File: config.mk
export PLATFORM = sky130hd
export DESIGN_NAME = hcu_scoreboard
export DESIGN_NICKNAME = d
export VERILOG_FILES = /design/src/rtl/hcu_pkg.sv /design/src/rtl/hcu_sb_entry.sv /design/src/rtl/hcu_scoreboard.sv
export SDC_FILE = /design/constraint.sdc
export NUM_CORES = 1
export LEC_CHECK = 0
export ABC_AREA = 1
export BUFFER_PORTS_ARGS = -buffer_cell sky130_fd_sc_hd__buf_2
export CAP_MARGIN = 20
export CELL_PAD_IN_SITES_DETAIL_PLACEMENT = 1
export CELL_PAD_IN_SITES_GLOBAL_PLACEMENT = 1
export CORE_UTILIZATION = 45
export DETAILED_ROUTE_END_ITERATION = 6
export GPL_ROUTABILITY_DRIVEN = 0
export GPL_TIMING_DRIVEN = 1
export PLACE_DENSITY_LB_ADDON = 0.1
export SLEW_MARGIN = 40
export SYNTH_ARGS = -nofsm -noshare
export SYNTH_HDL_FRONTEND = slang
export SYNTH_SLANG_ARGS = --single-unit
File: constraint.sdc
create_clock -name clk -period 16 [get_ports clk]
set_input_delay 3.2 -clock clk [delete_from_list [all_inputs] [get_ports clk]]
set_output_delay 3.2 -clock clk [all_outputs]
set_load 0.05 [all_outputs]
File: src/rtl/hcu_pkg.sv
// Shared types for the hazard control unit scoreboard.
// FSM state encoding, forward-select type and latency clamp helper.
package hcu_pkg;

    typedef enum logic [1:0] {
        RUN,
        BRW,
        FLUSH
    } hcu_state_t;

    typedef logic [7:0] fwd_sel_t;

    localparam fwd_sel_t FWD_RF = '0;

    // Latency 0 means a single-cycle producer; anything past the
    // regfile write stage is treated as arriving at that stage.
    function automatic fwd_sel_t clamp_lat(
        input fwd_sel_t l,
        input fwd_sel_t max_lat
    );
        if (l == '0) begin
            return fwd_sel_t'(1);
        end
        if (l > max_lat) begin
            return max_lat;
        end
        return l;
    endfunction

endpackage

File: src/rtl/hcu_sb_entry.sv
// One scoreboard entry: pending flag, age and latency of the youngest
// in-flight write to a register. Ports: issue_i/lat_i in; pend/age/lat out.
module hcu_sb_entry #(
    parameter int MAX_LAT = 4,
    parameter int FW      = 3
) (
    input  logic          clk,
    input  logic          reset_n,
    input  logic          issue_i,
    input  logic [FW-1:0] lat_i,
    output logic          pend_o,
    output logic [FW:0]   age_o,
    output logic [FW-1:0] lat_o
);

    localparam logic [FW:0] AGE_MAX = (FW+1)'(MAX_LAT);

    logic          pend_q, pend_d;
    logic [FW:0]   age_q, age_d;
    logic [FW-1:0] lat_q, lat_d;

    always_comb begin
        pend_d = pend_q;
        age_d  = age_q;
        lat_d  = lat_q;
        if (issue_i) begin
            // A new write replaces whatever was in flight (WAW).
            pend_d = 1'b1;
            age_d  = (FW+1)'(1);
            lat_d  = lat_i;
        end else if (pend_q) begin
            if (age_q >= AGE_MAX) begin
                // Value has reached the regfile.
                pend_d = 1'b0;
                age_d  = '0;
            end else begin
                age_d = age_q + (FW+1)'(1);
            end
        end
    end

    always_ff @(posedge clk or negedge reset_n) begin
        if (!reset_n) begin
            pend_q <= 1'b0;
            age_q  <= '0;
            lat_q  <= '0;
        end else begin
            pend_q <= pend_d;
            age_q  <= age_d;
            lat_q  <= lat_d;
        end
    end

    assign pend_o = pend_q;
    assign age_o  = age_q;
    assign lat_o  = lat_q;

endmodule

File: src/rtl/hcu_scoreboard.sv
// Hazard control unit: age/latency scoreboard, stall/flush FSM and
// registered forward selects. In: Decode fields, mispredict_E. Out: stalls, flushes, fwd, issue.
module hcu_scoreboard
    import hcu_pkg::*;
#(
    parameter int NREGS     = 32,
    parameter int MAX_LAT   = 4,
    parameter int BR_WAIT   = 1,
    parameter int FLUSH_CYC = 1,
    localparam int AW = $clog2(NREGS),
    localparam int FW = $clog2(MAX_LAT + 1)
) (
    input  logic          clk,
    input  logic          reset_n,
    input  logic          valid_D,
    input  logic [AW-1:0] rs1_D,
    input  logic [AW-1:0] rs2_D,
    input  logic          rs1_used_D,
    input  logic          rs2_used_D,
    input  logic [AW-1:0] rd_D,
    input  logic          we_D,
    input  logic [FW-1:0] lat_D,
    input  logic          branch_D,
    input  logic          jump_D,
    input  logic          mispredict_E,
    output logic          StallF,
    output logic          StallD,
    output logic          FlushD,
    output logic          FlushE,
    output logic [FW-1:0] fwdA_E,
    output logic [FW-1:0] fwdB_E,
    output logic          issue_D
);

    localparam int CNT_MAX = (BR_WAIT > FLUSH_CYC) ? BR_WAIT : FLUSH_CYC;
    localparam int CW      = (CNT_MAX < 1) ? 1 : $clog2(CNT_MAX + 1);

    if (FLUSH_CYC < 1) begin : g_bad_flush
        $error("hcu_scoreboard: FLUSH_CYC must be at least 1");
    end

    logic [NREGS-1:0]         pend_v;
    logic [NREGS-1:0][FW:0]   age_v;
    logic [NREGS-1:0][FW-1:0] lat_v;

    logic [FW-1:0] lat_cl;
    logic          wr_en;

    assign lat_cl = FW'(clamp_lat(fwd_sel_t'(lat_D), fwd_sel_t'(MAX_LAT)));
    assign wr_en  = issue_D & we_D;

    assign pend_v[0] = 1'b0;
    assign age_v[0]  = '0;
    assign lat_v[0]  = '0;

    for (genvar r = 1; r < NREGS; r++) begin : g_ent
        hcu_sb_entry #(
            .MAX_LAT(MAX_LAT),
            .FW     (FW)
        ) u_ent (
            .clk    (clk),
            .reset_n(reset_n),
            .issue_i(wr_en && (rd_D == AW'(r))),
            .lat_i  (lat_cl),
            .pend_o (pend_v[r]),
            .age_o  (age_v[r]),
            .lat_o  (lat_v[r])
        );
    end

    // Source lookups: register 0 reads an always-idle entry.
    logic [FW:0]   a_age, b_age;
    logic [FW-1:0] a_lat, b_lat;
    logic          a_pend, b_pend;
    logic          haz_a, haz_b, hazard;
    logic [FW-1:0] sel_a, sel_b;

    always_comb begin
        a_pend = pend_v[rs1_D] & rs1_used_D;
        a_age  = age_v[rs1_D];
        a_lat  = lat_v[rs1_D];
        b_pend = pend_v[rs2_D] & rs2_used_D;
        b_age  = age_v[rs2_D];
        b_lat  = lat_v[rs2_D];
        haz_a  = a_pend && (a_age < {1'b0, a_lat});
        haz_b  = b_pend && (b_age < {1'b0, b_lat});
        hazard = valid_D & (haz_a | haz_b);
        sel_a  = FW'(FWD_RF);
        sel_b  = FW'(FWD_RF);
        if (a_pend && !haz_a) begin
            sel_a = a_age[FW-1:0];
        end
        if (b_pend && !haz_b) begin
            sel_b = b_age[FW-1:0];
        end
    end

    // Control FSM
    hcu_state_t    state_q, state_d;
    logic [CW-1:0] cnt_q, cnt_d;
    logic          stall, flush_d, flush_e;
    logic          br_start;

    assign br_start = valid_D & (branch_D | jump_D) & (BR_WAIT > 0);

    always_comb begin
        state_d = state_q;
        cnt_d   = cnt_q;
        stall   = 1'b0;
        flush_d = 1'b0;
        flush_e = 1'b0;
        case (state_q)
            RUN: begin
                if (hazard) begin
                    stall = 1'b1;
                end else if (br_start) begin
                    // This cycle is the first wait cycle; the counter
                    // holds the wait cycles still to come.
                    stall   = 1'b1;
                    state_d = BRW;
                    cnt_d   = CW'(BR_WAIT - 1);
                end
            end
            BRW: begin
                stall = hazard || (cnt_q != '0);
                if (cnt_q != '0) begin
                    cnt_d = cnt_q - CW'(1);
                end else if (!hazard) begin
                    state_d = RUN;
                end
            end
            FLUSH: begin
                flush_d = 1'b1;
                flush_e = 1'b1;
                if (cnt_q <= CW'(1)) begin
                    state_d = RUN;
                    cnt_d   = '0;
                end else begin
                    cnt_d = cnt_q - CW'(1);
                end
            end
            default: begin
                state_d = RUN;
                cnt_d   = '0;
            end
        endcase
        if (mispredict_E) begin
            stall   = 1'b0;
            flush_d = 1'b1;
            flush_e = 1'b1;
            state_d = FLUSH;
            cnt_d   = CW'(FLUSH_CYC);
        end
    end

    assign StallF  = stall;
    assign StallD  = stall;
    assign FlushD  = flush_d;
    assign FlushE  = flush_e | stall;
    assign issue_D = valid_D & ~stall & ~flush_d;

    always_ff @(posedge clk or negedge reset_n) begin
        if (!reset_n) begin
            state_q <= RUN;
            cnt_q   <= '0;
        end else begin
            state_q <= state_d;
            cnt_q   <= cnt_d;
        end
    end

    // Forward selects follow the instruction into Execute; any bubble
    // entering Execute carries the regfile select.
    logic [FW-1:0] fwd_a_q, fwd_a_d;
    logic [FW-1:0] fwd_b_q, fwd_b_d;

    always_comb begin
        fwd_a_d = FW'(FWD_RF);
        fwd_b_d = FW'(FWD_RF);
        if (issue_D) begin
            fwd_a_d = sel_a;
            fwd_b_d = sel_b;
        end
    end

    always_ff @(posedge clk or negedge reset_n) begin
        if (!reset_n) begin
            fwd_a_q <= '0;
            fwd_b_q <= '0;
        end else begin
            fwd_a_q <= fwd_a_d;
            fwd_b_q <= fwd_b_d;
        end
    end

    assign fwdA_E = fwd_a_q;
    assign fwdB_E = fwd_b_q;

endmodule

=== After elaboration in Yosys (flattened, before gate mapping) ===
Index checks and enable logic that the tools add are counted.

* Logic and storage cells: 517
* Input bits: 27
* Output and inout port bits: 11
* Flip-flop bits (word level): 257

* Multiplexer cells: 228
* Bitwise operators: 12
* Equal/unequal tests: 38
* Reduce and logical (&&, ||, !) cells: 73
* Order comparisons: 37
* Add/subtract/negate cells: 32

{| class="wikitable"
|+ Operators by type and width
! kind !! count
|-
| 2-to-1 mux 4 bit || 95
|-
| adder 4 x 1 -> 4 bit, second input constant || 31
|-
| >= comparator 4 x 3 -> 1 bit, second input constant || 31
|-
| 2-to-1 mux 1 bit || 108
|-
| equality test 5 bit, second input constant || 16
|-
| nonzero test 2 bit || 31
|-
| binary-select mux 4 bit (select 5 bit) || 2
|-
| equality test 5 x 4 -> 1 bit, second input constant || 8
|-
| logical AND 1 bit || 35
|-
| binary-select mux 3 bit (select 5 bit) || 2
|-
| 2-to-1 mux 3 bit || 10
|-
| equality test 5 x 3 -> 1 bit, second input constant || 4
|-
| inequality test 3 bit, second input constant || 5
|-
| < comparator 5 x 6 -> 1 bit, second input constant || 2
|-
| 2-to-1 mux 2 bit || 6
|-
| binary-select mux 1 bit (select 5 bit) || 2
|-
| equality test 5 x 2 -> 1 bit, second input constant || 2
|-
| < comparator 4 x 3 -> 1 bit || 2
|-
| AND 1 bit || 7
|-
| one-hot mux 2 bit (3 select lines) || 1
|-
| equality test 5 x 1 -> 1 bit, second input constant || 1
|-
| AND reduction 5 bit || 1
|-
| greater-than comparator 3 bit, second input constant || 1
|-
| zero test 3 bit || 1
|-
| 12 further kinds || 16
|}

=== Logic depth before layout (Yosys ltp) ===
Gate-level depths: netlist of run 1.

* Depth in word-level cells: 15
* Gate-level depth with buffers: 28

=== Hierarchy ===
From an unflattened synthesis of run 1, not the netlist that was laid out.

* Cell total of the unflattened synthesis: 2,361
* Area total of the unflattened synthesis: 16,733.5 um^2

{| class="wikitable"
|+ Modules (own cells, without submodules)
! module !! instances !! cells an instance !! area an instance (um^2)
|-
| hcu_sb_entry || 31 || 39 || 350.3
|-
| hcu_scoreboard || 1 || 1,152 || 5,873.1
|}

=== Worst setup path after synthesis of run 1 ===
OpenSTA, ideal clock, no wires.

* Path kind: input-to-output
* From: input rs2_D[0]
* To: output issue_D
* Arrival: 6.554 ns
* Path buffers: 6
* Stages: 23
* Slack: 6.246 ns
* Cells stage by stage: buf_2 -> clkbuf_1 -> clkbuf_1 -> clkbuf_1 -> clkbuf_1 -> o21ai_0 -> o221ai_1 -> nand3_1 -> a32o_1 -> ha_1 -> nand2_1 -> nand2_1 -> nand2_1 -> nand3_1 -> nand2_1 -> nand2_1 -> nand2_1 -> nand2_1 -> nand2_4 -> nor2_8 -> buf_8 -> nand2_1 -> inv_2

* Word-level cells in the longest chain between the ends: 12
* Elaborated cells between the ends (all ways): 18
* Classes of those cells: 1 x order compare; 9 x mux; 6 x bitwise; 2 x reduce/logical

{| class="wikitable"
|+ RTL lines
! item !! RTL line !! text
|-
| from (decl) || hcu_scoreboard.sv:17 || <nowiki>input logic [AW-1:0] rs2_D,</nowiki>
|-
| binary-select mux 4 bit (select 5 bit) (tied with other cells) || hcu_scoreboard.sv:83 || <nowiki>b_age = age_v[rs2_D];</nowiki>
|-
| 2-to-1 mux 4 bit (not written as such) (tied with other cells) || hcu_scoreboard.sv:83 ||
|-
| < comparator 4 x 3 -> 1 bit or AND 1 bit (tied branches) || hcu_scoreboard.sv:86, hcu_scoreboard.sv:82 ||
|-
| logical AND 1 bit (*) || hcu_scoreboard.sv:86 || <nowiki>haz_b = b_pend && (b_age < {1'b0, b_lat});</nowiki>
|-
| OR 1 bit (*) || hcu_scoreboard.sv:87 || <nowiki>hazard = valid_D & (haz_a | haz_b);</nowiki>
|-
| AND 1 bit (*) || hcu_scoreboard.sv:87 ||
|-
| 2-to-1 mux 1 bit or logical OR 1 bit (tied branches) || hcu_scoreboard.sv:114, hcu_scoreboard.sv:125 ||
|-
| one-hot mux 1 bit (2 select lines) (*) || hcu_scoreboard.sv:112 || <nowiki>case (state_q)</nowiki>
|-
| 2-to-1 mux 1 bit (*) || hcu_scoreboard.sv:147 || <nowiki>if (mispredict_E) begin</nowiki>
|-
| named net StallD || hcu_scoreboard.sv:27 || <nowiki>output logic StallD,</nowiki>
|-
| inverter 1 bit (*) || hcu_scoreboard.sv:160 || <nowiki>assign issue_D = valid_D & ~stall & ~flush_d;</nowiki>
|-
| AND 1 bit (*) (2 in a row) || hcu_scoreboard.sv:160 ||
|-
| to (decl) || hcu_scoreboard.sv:32 || <nowiki>output logic issue_D</nowiki>
|}

The timed path passes the listed nets; every way through them passes the cells marked *. The select of a mux whose other input is x is not followed.

=== Final worst setup path of run 1 ===
* From: input rs1_D[0]
* To: output issue_D

* Word-level cells in the longest chain between the ends: 12
* Elaborated cells between the ends (all ways): 18
* Classes of those cells: 1 x order compare; 9 x mux; 6 x bitwise; 2 x reduce/logical

{| class="wikitable"
|+ RTL lines
! item !! RTL line !! text
|-
| from (decl) || hcu_scoreboard.sv:16 || <nowiki>input logic [AW-1:0] rs1_D,</nowiki>
|-
| binary-select mux 4 bit (select 5 bit) (tied with other cells) || hcu_scoreboard.sv:80 || <nowiki>a_age = age_v[rs1_D];</nowiki>
|-
| 2-to-1 mux 4 bit (not written as such) (tied with other cells) || hcu_scoreboard.sv:80 ||
|-
| < comparator 4 x 3 -> 1 bit or AND 1 bit (tied branches) || hcu_scoreboard.sv:85, hcu_scoreboard.sv:79 ||
|-
| logical AND 1 bit (*) || hcu_scoreboard.sv:85 || <nowiki>haz_a = a_pend && (a_age < {1'b0, a_lat});</nowiki>
|-
| OR 1 bit (*) || hcu_scoreboard.sv:87 ||
|-
| AND 1 bit (*) || hcu_scoreboard.sv:87 ||
|-
| 2-to-1 mux 1 bit or logical OR 1 bit (tied branches) || hcu_scoreboard.sv:114, hcu_scoreboard.sv:125 ||
|-
| one-hot mux 1 bit (2 select lines) (*) || hcu_scoreboard.sv:112 ||
|-
| 2-to-1 mux 1 bit (*) || hcu_scoreboard.sv:147 ||
|-
| inverter 1 bit (*) || hcu_scoreboard.sv:160 ||
|-
| AND 1 bit (*) (2 in a row) || hcu_scoreboard.sv:160 ||
|}

Every way passes the cells marked *; elsewhere a longest branch is shown, timed or not. The select of a mux whose other input is x is not followed.

==> results of run 1 <==
==> layer usage <==
layer	global-route usage, %	vias to the layer above	routed length (microns)
li1	-	7262	-
met5	0	-	0
met4	12.7	0	2490
met3	3.76	133	3770
met2	53.2	562	27100
met1	45.7	7924	26000
==> Yosys cell counts (all sizes together) <==
cell type	number	share of area, %
o211ai	47	2.2
nand4	31	3.9
clkinv	3	0.069
o22ai	4	0.15
a22oi	1	0.046
o221ai	42	2.3
o21bai	1	0.046
dfrtp	257	39
a31oi	7	0.27
nand3	236	7.2
inv	209	4.8
a21oi	117	3.6
or2	3	0.12
ha	35	2.7
a32o	2	0.12
buf	90	4.1
o21ai	249	8.2
nand2	568	13
clkbuf	58	1.3
nor2	243	5.7
a32oi	1	0.054
nor3	17	0.52
==> critical path: stages <==
cell and delay, ns:
buf_4 0.43, inv_2 0.43, nor2_2 0.37, inv_2 0.34
o211ai_1 0.33, a21oi_1 0.10, nor3_1 0.35, a31oi_1 0.11
ha_1 0.31, nand2_1 0.05, nand2_1 0.05, nand2_1 0.06
nand3_1 0.07, nand2_1 0.12, nand2_1 0.11, nand2_1 0.06
nand2_1 0.14, nand2_4 0.09, nor2_8 0.07, buf_4 0.64
nand2_1 0.29, inv_2 0.18, buf_2 0.33
==> kinds of logic after synthesis <==
| family | after synthesis |
|---|---|
| AND/OR/NAND/NOR | 1098 |
| AO/OA/AOI/OAI | 471 |
| buffers and inverters | 360 |
| flip-flops | 257 |
| adder cells (fa/ha/maj) | 35 |
==> sequential cells by signal, summed over array words and instances, names as in the netlist <==
register,count
g_ent.u_ent.pend_o,31
g_ent.u_ent.age_o,124
fwdA_E,3
fwdB_E,3
g_ent.u_ent.lat_o,93
state_q,2
cnt_q,1
==> per-stage QoR <==
step                utilization, %  power, mW  cell area, sq um
finish                        49.2       2.36             17500
floorplan                        -       1.37             16300
global placement              46.0       1.58             16400
detailed placement            46.1       1.62             16400
CTS                           49.1       2.37             17500
global route                  49.2       2.51             17500
==> worst paths after layout <==
check / startpoint / to / cells past startpoint
max: rs1_D[0] / issue_D / 23
min: g_ent[25].u_ent.lat_o[0] / g_ent[25].u_ent.lat_o[0] / 2
max reg2reg: g_ent[26].u_ent.age_o[2] / g_ent[8].u_ent.age_o[3] / 21
min reg2reg: g_ent[25].u_ent.lat_o[0] / g_ent[25].u_ent.lat_o[0] / 2
max in group asynchronous: reset_n / g_ent[25].u_ent.age_o[2] / 3
min in group asynchronous: reset_n / g_ent[2].u_ent.age_o[3] / 1
==> report_power, final <==
part / switching (mW) / internal (mW) / total, mW
Clock: 0.287 / 0.453 / 0.740
Sequential: 0.204 / 0.791 / 0.995
Combinational: 0.404 / 0.222 / 0.626
==> layout by cell type (no fill, tap or decap), types with 3 or more instances in the layout <==
cell type,instances
nor2_1,240
inv_2,6
clkbuf_1,7
o21ai_2,25
buf_4,21
clkbuf_16,31
o21ai_1,86
nand4_4,29
inv_1,202
a31oi_1,7
bufinv_16,4
buf_2,34
o22ai_1,4
nand2_1,566
clkinv_2,4
clkbuf_8,8
ha_1,35
clkinv_1,3
nand3_1,236
o21ai_0,137
o221ai_1,42
o211ai_1,47
or2_2,3
a21oi_1,116
nor3_1,17
dfrtp_1,257
==> area by class of cell <==
cell class,instances,area [sq um],area share (%)
Inverter,212,798,4.56
Sequential cell,257,6430,36.7
Clock buffer,46,912,5.21
Multi-Input combinational cell,1604,8210,46.9
Tap cell,461,577,3.29
Clock inverter,8,140,0.801
Timing Repair Buffer,60,438,2.50
==> reports/results.txt, run 1 <==
placed insts - 2592
FILL cells - 4507
drt pass-1 iters - 5
WL final - 59400 microns
Die H - 192 microns
Cells after Synth - 2221
Synth Cell Area - 16300 sq um
Mapped Nets - 2283
Area growth, synth to finish - 7.40%
final antenna-violating net count - 0
crit path time final - 11.52 ns
PwrDens - 135 nW/um^2
row cnt - 69
Max clock buf depth - 3
Syn Area/Cell - 7.34 sq um
Synth cell types - 35
Via density - 6.00
Post-CTS Setup Bufs - 0
Final Max Slew Viols - 0
Root Driver - clkbuf_16
flops & latches, synth - 257
HPWL after DPL - 40400 microns
DRC - 0
Synth Area in Compound Gates - 16.9%
post-synthesis mux area share - 0%
Clock Latency Late Sink - 0.59 ns
Worst Clk Skew - 0.0176 ns
Worst-Margin Slew - 0.860 ns
Crit Path Category - input pin to output pin
simple-gate share of the synthesized area - 30.6%
pin count of the biggest net entering global routing - 103
initial antenna violation count - 0
register area share after synthesis - 39.5%
IO Pins - 38
CP endpoint kind - output pin
port buffer count - 37
DIE WIDTH - 192 microns
Static Leak - 8.35 nW
status - finished, final reports clean
core box area - 35600 sq um
hold-fix buffer count after cts - 0
highest clock rate - 86.8 MHz
max_cap viols - 0
CP Launch Type - input pin
CTS tree - yes
Cell Count, Final, Fillers Out - 2648
clock sink count - 257
Vias - 15900
Arr. time, crit path - 8.32 ns
worst-path maximum fanout - 39
post_cts resized - 0
ant diodes - 0
Final WS setup - 4.48 ns
unrepaired setup endpoints after global routing - no
worst vdd ir - 108 uV
Reg clk slew, reported paths - 0.05 ns
Synth Area in Adders - 2.69%
period utilization - 72.0%
Critical Path RT - 12.80 ns
Final Hold Viols - 0
DRT iter0 DRCs - 1251
vias in the first global route - 16100
share of layout cells above drive strength 1 - 8.14%
hold crit path type - flip-flop to flip-flop
fin nets - 2228
gr ovfl total - 0
CTS Buf Count - 31
largest family of logic cells by synthesized area - simple AND/OR/NAND/NOR gates
global-route wire length before repair - 94500 microns
Initial Util - 45.8%
XOR/XNOR share of the synthesized area - 0%
final hold slack - 0.495 ns
die area - 37000 sq um
GR Util All Layers - 33.1%
CTS H-tree depth - 1
Slew headroom - 42.6%
pre-CTS setup slack - 4.56 ns
Final setup viols - 0
synthesis warning total - 0
setup tns final - 0 ns
flop2flop setup slack - 11.59 ns
DR WL/cell - 22.4 microns
(Power assumes the default switching activity.)
==> run 2, diff against run 1 <==
==> constraint.sdc (replaced) <==
create_clock -name clk -period 11.2 [get_ports clk]
set_input_delay 2.24 -clock clk [delete_from_list [all_inputs] [get_ports clk]]
set_output_delay 2.24 -clock clk [all_outputs]
set_load 0.05 [all_outputs]
==> run 2 against run 1 <==
First-iteration DRC count fell by 4.6%. Critical path depth did not move. Worst setup slack got worse by 2.0 ns. Final cell count barely moved. Die area did not move. Routed wire length rose by 0.23%. Worst hold slack got worse by 0.010 ns. Clock skew fell by 0.0068 ns. Largest cell class unchanged.
==> reports/results.txt, run 2 (same netlist as run 1, synthesis figures left out) <==
status - finished, final reports clean
Final setup viols - 0
final antenna-violating net count - 0
port buffer count - 37
PwrDens - 191 nW/um^2
Max clock buf depth - 3
CP Launch Type - input pin
Arr. time, crit path - 6.45 ns
Slew headroom - 43.6%
Final WS setup - 2.51 ns
switch share - 38.5%
Power Internal - 2.05 mW
HPWL after DPL - 40100 microns
max_cap viols - 0
Worst R2R Start - g_ent[24].u_ent.age_o[2]
Post-CTS Setup Bufs - 0
final hold slack - 0.484 ns
hold-fix buffer count after cts - 0
Die H - 192 microns
DR WL/cell - 22.5 microns
die area - 37000 sq um
Worst Clk Skew - 0.0108 ns
vias in the first global route - 16000
worst vdd ir - 129 uV
CP endpoint kind - output pin
CP max-delay cell - buf_4
reg-to-reg endpoint - g_ent[8].u_ent.lat_o[0]
ant diodes - 0
CP bufs+invs - 5
flop2flop setup slack - 6.61 ns
DIE WIDTH - 192 microns
CP Cell Sequence - buf_4 > inv_4 > buf_4 > o21ai_0 > o22ai_1 > nor2_1 > nor2_1 > o21ai_0 > a32o_1 > ha_1 > nand2_1 > nand2_1 > nand2_1 > nand3_1 > nand2_1 > nand2_1 > nand2_1 > nand2_1 > nand2_4 > nor2_8 > nand2_1 > inv_2 > buf_2
Worst-Margin Slew - 0.845 ns
IO Pins - 38
Area growth, synth to finish - 6.95%
most frequent CP cell - nand2_1
NetSw - 1.28 mW
CTS tree - yes
Clock Latency Late Sink - 0.58 ns
DRC - 0
crit path to - issue_D
initial antenna violation count - 0
GR Util All Layers - 33.0%
pre-CTS setup slack - 2.65 ns
FILL cells - 4534
highest clock rate - 115 MHz
Crit Path Category - input pin to output pin
unrepaired setup endpoints after global routing - no
period utilization - 77.6%
clock sink count - 257
Final Hold Viols - 0
crit path time final - 8.69 ns
sequential share of power - 42.8%
pin count of the biggest net entering global routing - 84
post_cts resized - 0
crit path launch - rs2_D[0]
core box area - 35600 sq um
share of layout cells above drive strength 1 - 8.13%
CTS Buf Count - 31
reg2reg path depth - 21
Vias - 15800
fin nets - 2229
Critical Path RT - 8.96 ns
WL final - 59500 microns
row cnt - 69
Levels on crit path - 23
gr ovfl total - 0
commonest non-fill, non-tap cells in the layout - nand2_1, dfrtp_1, nor2_1
Via density - 5.96
hold crit path type - flip-flop to flip-flop
DRT iter0 DRCs - 1193
Initial Util - 45.8%
largest delay contributor family on the critical path - buffers and inverters
setup tns final - 0 ns
worst-path maximum fanout - 64
Comb power frac - 26.8%
Max stage delay on crit path - 0.66 ns
Largest register FFs - 124
Static Leak - 8.31 nW
Reg clk slew, reported paths - 0.06 ns
Final Max Slew Viols - 0
CTS H-tree depth - 1
global-route wire length before repair - 93600 microns
drt pass-1 iters - 5
power share of the clock group - 30.4%
Root Driver - clkbuf_16
commonest non-fill, non-tap cell in the layout - nand2_1
[run 2: cell types whose count changed in the layout (fill, tap and decap cells not counted), sizes merged]
cell,delta
inv,+1
clkinv,+1
bufinv,-1
buf,+1
clkbuf,-3
clkinvlp,+3
[run 2: per-stage QoR]
step,cells,power [mW],util (%),area (sq um)
after floorplan,2221,1.96,-,16300
after global placement,2595,2.26,46.1,16400
after detailed placement,2595,2.32,46.2,16400
after CTS,2650,3.35,49.0,17400
after global routing,2650,3.55,49.0,17400
final,2650,3.33,49.0,17400
[run 2: worst register-to-register path, stage by stage (launching register included)]
cell     delay [ns]
dfrtp_1        0.39
inv_1          0.18
o21ai_0        0.15
a21oi_1        0.18
a21oi_1        0.08
o21ai_0        0.13
nand2_1        0.08
a31oi_1        0.25
a31oi_1        0.11
ha_1           0.31
nand2_1        0.07
nand3_1        0.07
nand2_1        0.14
nand2_1        0.12
nand2_1        0.05
nand2_1        0.12
nand2_4        0.09
nor2_8         0.09
buf_4          0.66
nand4_1        0.81
nand2_1        0.26
o21ai_1        0.09
[run 2: worst min-delay path by stage]
stage	start	end	slack, ns	depth (start not counted)
after floorplan	g_ent[10].u_ent.lat_o[0]	g_ent[10].u_ent.lat_o[0]	0.45	2
after global placement	g_ent[13].u_ent.lat_o[0]	g_ent[13].u_ent.lat_o[0]	0.47	2
after detailed placement	g_ent[13].u_ent.lat_o[0]	g_ent[13].u_ent.lat_o[0]	0.47	2
after CTS	g_ent[13].u_ent.lat_o[0]	g_ent[13].u_ent.lat_o[0]	0.48	2
after global routing	g_ent[13].u_ent.lat_o[0]	g_ent[13].u_ent.lat_o[0]	0.51	2
final	g_ent[17].u_ent.lat_o[0]	g_ent[17].u_ent.lat_o[0]	0.48	2
[run 2: area by class of cell]
class                   instances  area [sq um]  area share [%]
clock inverters                12           146           0.840
inverters                     212           801            4.59
clock buffers                  43           861            4.94
multi-input cells            1604          8210            47.1
well taps                     461           577            3.31
flip-flops and latches        257          6430            36.9
repair buffers                 61           408            2.34
[run 2: power by group through the flow]
stage | sequential, mW | clock, mW | combinational (mW)
6_report | 1.42 | 1.01 | 0.891
5_1_grt | 1.45 | 1.06 | 1.03
4_1_cts | 1.42 | 1.03 | 0.897
3_5_place_dp | 1.43 | 0 | 0.888
3_3_place_gp | 1.43 | 0 | 0.838
2_1_floorplan | 1.30 | 0 | 0.664
[run 2: per-layer routing]
layer,up-vias,GRT usage (%),part of all wire (%)
met5,-,0,0
met4,0,13.1,4.2
met3,138,4.73,6.0
met2,502,53.2,46
met1,7898,44.4,44
li1,7254,-,-
==> run 3, diff against run 2 <==
--- a/config.mk
+++ b/config.mk
@@ -5,7 +5,7 @@
 export SDC_FILE = /design/constraint.sdc
 export NUM_CORES = 1
 export LEC_CHECK = 0
-export ABC_AREA = 1
+export ABC_AREA = 0
 export BUFFER_PORTS_ARGS = -buffer_cell sky130_fd_sc_hd__buf_2
 export CAP_MARGIN = 20
 export CELL_PAD_IN_SITES_DETAIL_PLACEMENT = 1
==> constraint.sdc (replaced) <==
create_clock -name clk -period 8.53 [get_ports clk]
set_input_delay 1.706 -clock clk [delete_from_list [all_inputs] [get_ports clk]]
set_output_delay 1.706 -clock clk [all_outputs]
set_load 0.05 [all_outputs]
==> run 3 against run 2 <==
Global-route usage fell by 5.1 points. Highest routed layer is now met5. Largest power group unchanged. Register-to-register slack worse by 3.0 ns. Clock skew increased by 0.0069 ns.
==> reports/results.txt, run 3 <==
Post-DP Area - 16400 sq um
Synth top area share - 40.4%
CP Launch Type - input pin
Design Area, Final - 17400 sq um
Vias - 11100
CP endpoint kind - output pin
post_cts resized - 0
share of layout cells above drive strength 1 - 30.5%
DR WL/cell - 28.0 microns
commonest non-fill, non-tap cell in the layout - dfrtp_1
top post-synthesis cells by area - dfrtp_1, mux4_2, mux2_4, nor4_4, a21oi_1
Final setup viols - 0
Arr. time, crit path - 6.10 ns
Clock Latency Late Sink - 0.57 ns
DRC - 0
pre-CTS setup slack - 0.735 ns
Cell Count, Final, Fillers Out - 1729
max_cap viols - 0
crit path launch - rs1_D[0]
crit path to - issue_D
Root Driver - clkbuf_16
Post-CTS Setup Bufs - 0
ant diodes - 0
row cnt - 68
register area share after synthesis - 40.4%
global-route wire length before repair - 74900 microns
worst vdd ir - 141 uV
port buffer count - 37
PwrDens - 202 nW/um^2
Async SR Flop Fraction - 100%
IO Pins - 38
Crit Path Category - input pin to output pin
EDFF count, synth - 0
hold-fix buffer count after cts - 0
Worst R2R Start - g_ent[27].u_ent.age_o[1]
reg-to-reg endpoint - g_ent[26].u_ent.lat_o[1]
most frequent cell after synthesis - dfrtp_1
setup tns final - 0 ns
reg2reg path depth - 14
initial antenna violation count - 1
crit path time final - 7.81 ns
clock sink count - 257
Synth cell types - 68
pin count of the biggest net entering global routing - 80
commonest non-fill, non-tap cells in the layout - dfrtp_1, a21oi_1, mux4_2
Reg clk slew, reported paths - 0.06 ns
Largest register FFs - 124
HPWL after DPL - 35000 microns
Max clock buf depth - 3
Final Max Slew Viols - 0
period utilization - 91.5%
synth cell count leaders - dfrtp_1, a21oi_1, mux4_2, mux2_4, nand3_1
Worst Clk Skew - 0.0177 ns
DRT iter0 DRCs - 880
flops & latches, synth - 257
CTS H-tree depth - 1
Cells after Synth - 1259
highest clock rate - 128 MHz
Final Hold Viols - 0
leading area contributor after synthesis - dfrtp_1
status - finished, final reports clean
unrepaired setup endpoints after global routing - no
Die H - 190 microns
synthesis warning total - 0
worst-path maximum fanout - 36
WL final - 48500 microns
final antenna-violating net count - 0
fin nets - 1317
Via density - 6.42
flop2flop setup slack - 3.58 ns
Final WS setup - 0.723 ns
die area - 36100 sq um
Mapped Nets - 1321
core box area - 34600 sq um
CTS Buf Count - 30
vias in the first global route - 11400
Syn Area/Cell - 12.6 sq um
Slew headroom - 42.3%
CTS tree - yes
drt pass-1 iters - 5
Static Leak - 7.61 nW
Initial Util - 46.0%
hold crit path type - flip-flop to flip-flop
final hold slack - 0.537 ns
placed insts - 1674
GR Util All Layers - 27.9%
Area growth, synth to finish - 9.56%
Critical Path RT - 6.82 ns
DIE WIDTH - 190 microns
gr ovfl total - 0
ys flop type - dfrtp_1
Synth Cell Area - 15900 sq um
Worst-Margin Slew - 0.858 ns
-- run 3: cell count changes in the layout (fill, tap and decap cells not counted), moves of 37 or more --
cell,change
mux4_2,+106
o21ai_1,-86
o21ai_0,-127
mux2_4,+78
nand3_1,-164
nand2b_1,+60
mux2_2,+37
nor2_1,-182
o211ai_1,-47
nand2_1,-533
inv_1,-190
o221ai_1,-42
-- run 3: metal layers --
layer / GRT usage [%] / up-vias / part of all wire [%] / routed length [microns]
li1: - / 4768 / - / -
met1: 41.8 / 5869 / 47 / 22800
met2: 39.7 / 380 / 43 / 20700
met3: 7.25 / 76 / 7.8 / 3800
met4: 7.04 / 2 / 2.5 / 1190
met5: 0 / - / 0.031 / 15
-- run 3: per-stage QoR --
step	utilization, %	total power [mW]
final	50.4	3.52
after detailed placement	47.4	2.24
after CTS	50.2	3.54
after floorplan	-	1.98
after global placement	47.2	2.21
after global routing	50.4	3.69
-- run 3: worst max-delay path, stage by stage --
cell,delay (ns)
buf_4,0.51
buf_4,0.35
mux4_2,0.53
mux4_2,0.50
mux2i_1,0.17
ha_1,0.26
and2_1,0.18
nor4b_1,0.15
a2111oi_1,0.64
o21ai_2,0.21
o221ai_4,0.40
nor2_1,0.22
buf_2,0.26
-- run 3: kinds of logic after synthesis --
kind of cell | after synthesis | synth area share, %
compound gates | 218 | 8.44
fa+ha+maj | 35 | 2.75
buf+inv | 116 | 3.70
flops | 257 | 40.4
mux | 263 | 28.6
simple gates | 370 | 16.1
-- run 3: area by class of cell --
cell class	instances	area, sq um
Clock inverter	5	77.6
Tap cell	455	569
Multi-Input combinational cell	886	8930
Timing Repair Buffer	65	483
Inverter	15	56.3
Fill cell	3436	17200
Sequential cell	257	6430
Clock buffer	46	892
-- run 3: power breakdown --
part | leakage, nW | internal (mW) | total, mW | switching, mW
clock network | 0.472 | 0.770 | 1.29 | 0.517
logic | 3.83 | 0.320 | 0.683 | 0.364
registers | 3.31 | 1.35 | 1.55 | 0.203
-- run 3: worst min path at each step --
stage,startpoint,slack (ns),to,cells after the start
2_1_floorplan,g_ent[9].u_ent.lat_o[0],0.49,g_ent[9].u_ent.lat_o[0],1
3_3_place_gp,g_ent[26].u_ent.lat_o[1],0.51,g_ent[26].u_ent.lat_o[1],1
3_5_place_dp,g_ent[31].u_ent.lat_o[0],0.52,g_ent[31].u_ent.lat_o[0],1
4_1_cts,g_ent[14].u_ent.lat_o[0],0.54,g_ent[14].u_ent.lat_o[0],1
5_1_grt,g_ent[15].u_ent.lat_o[0],0.56,g_ent[15].u_ent.lat_o[0],1
6_report,g_ent[15].u_ent.lat_o[0],0.54,g_ent[15].u_ent.lat_o[0],1
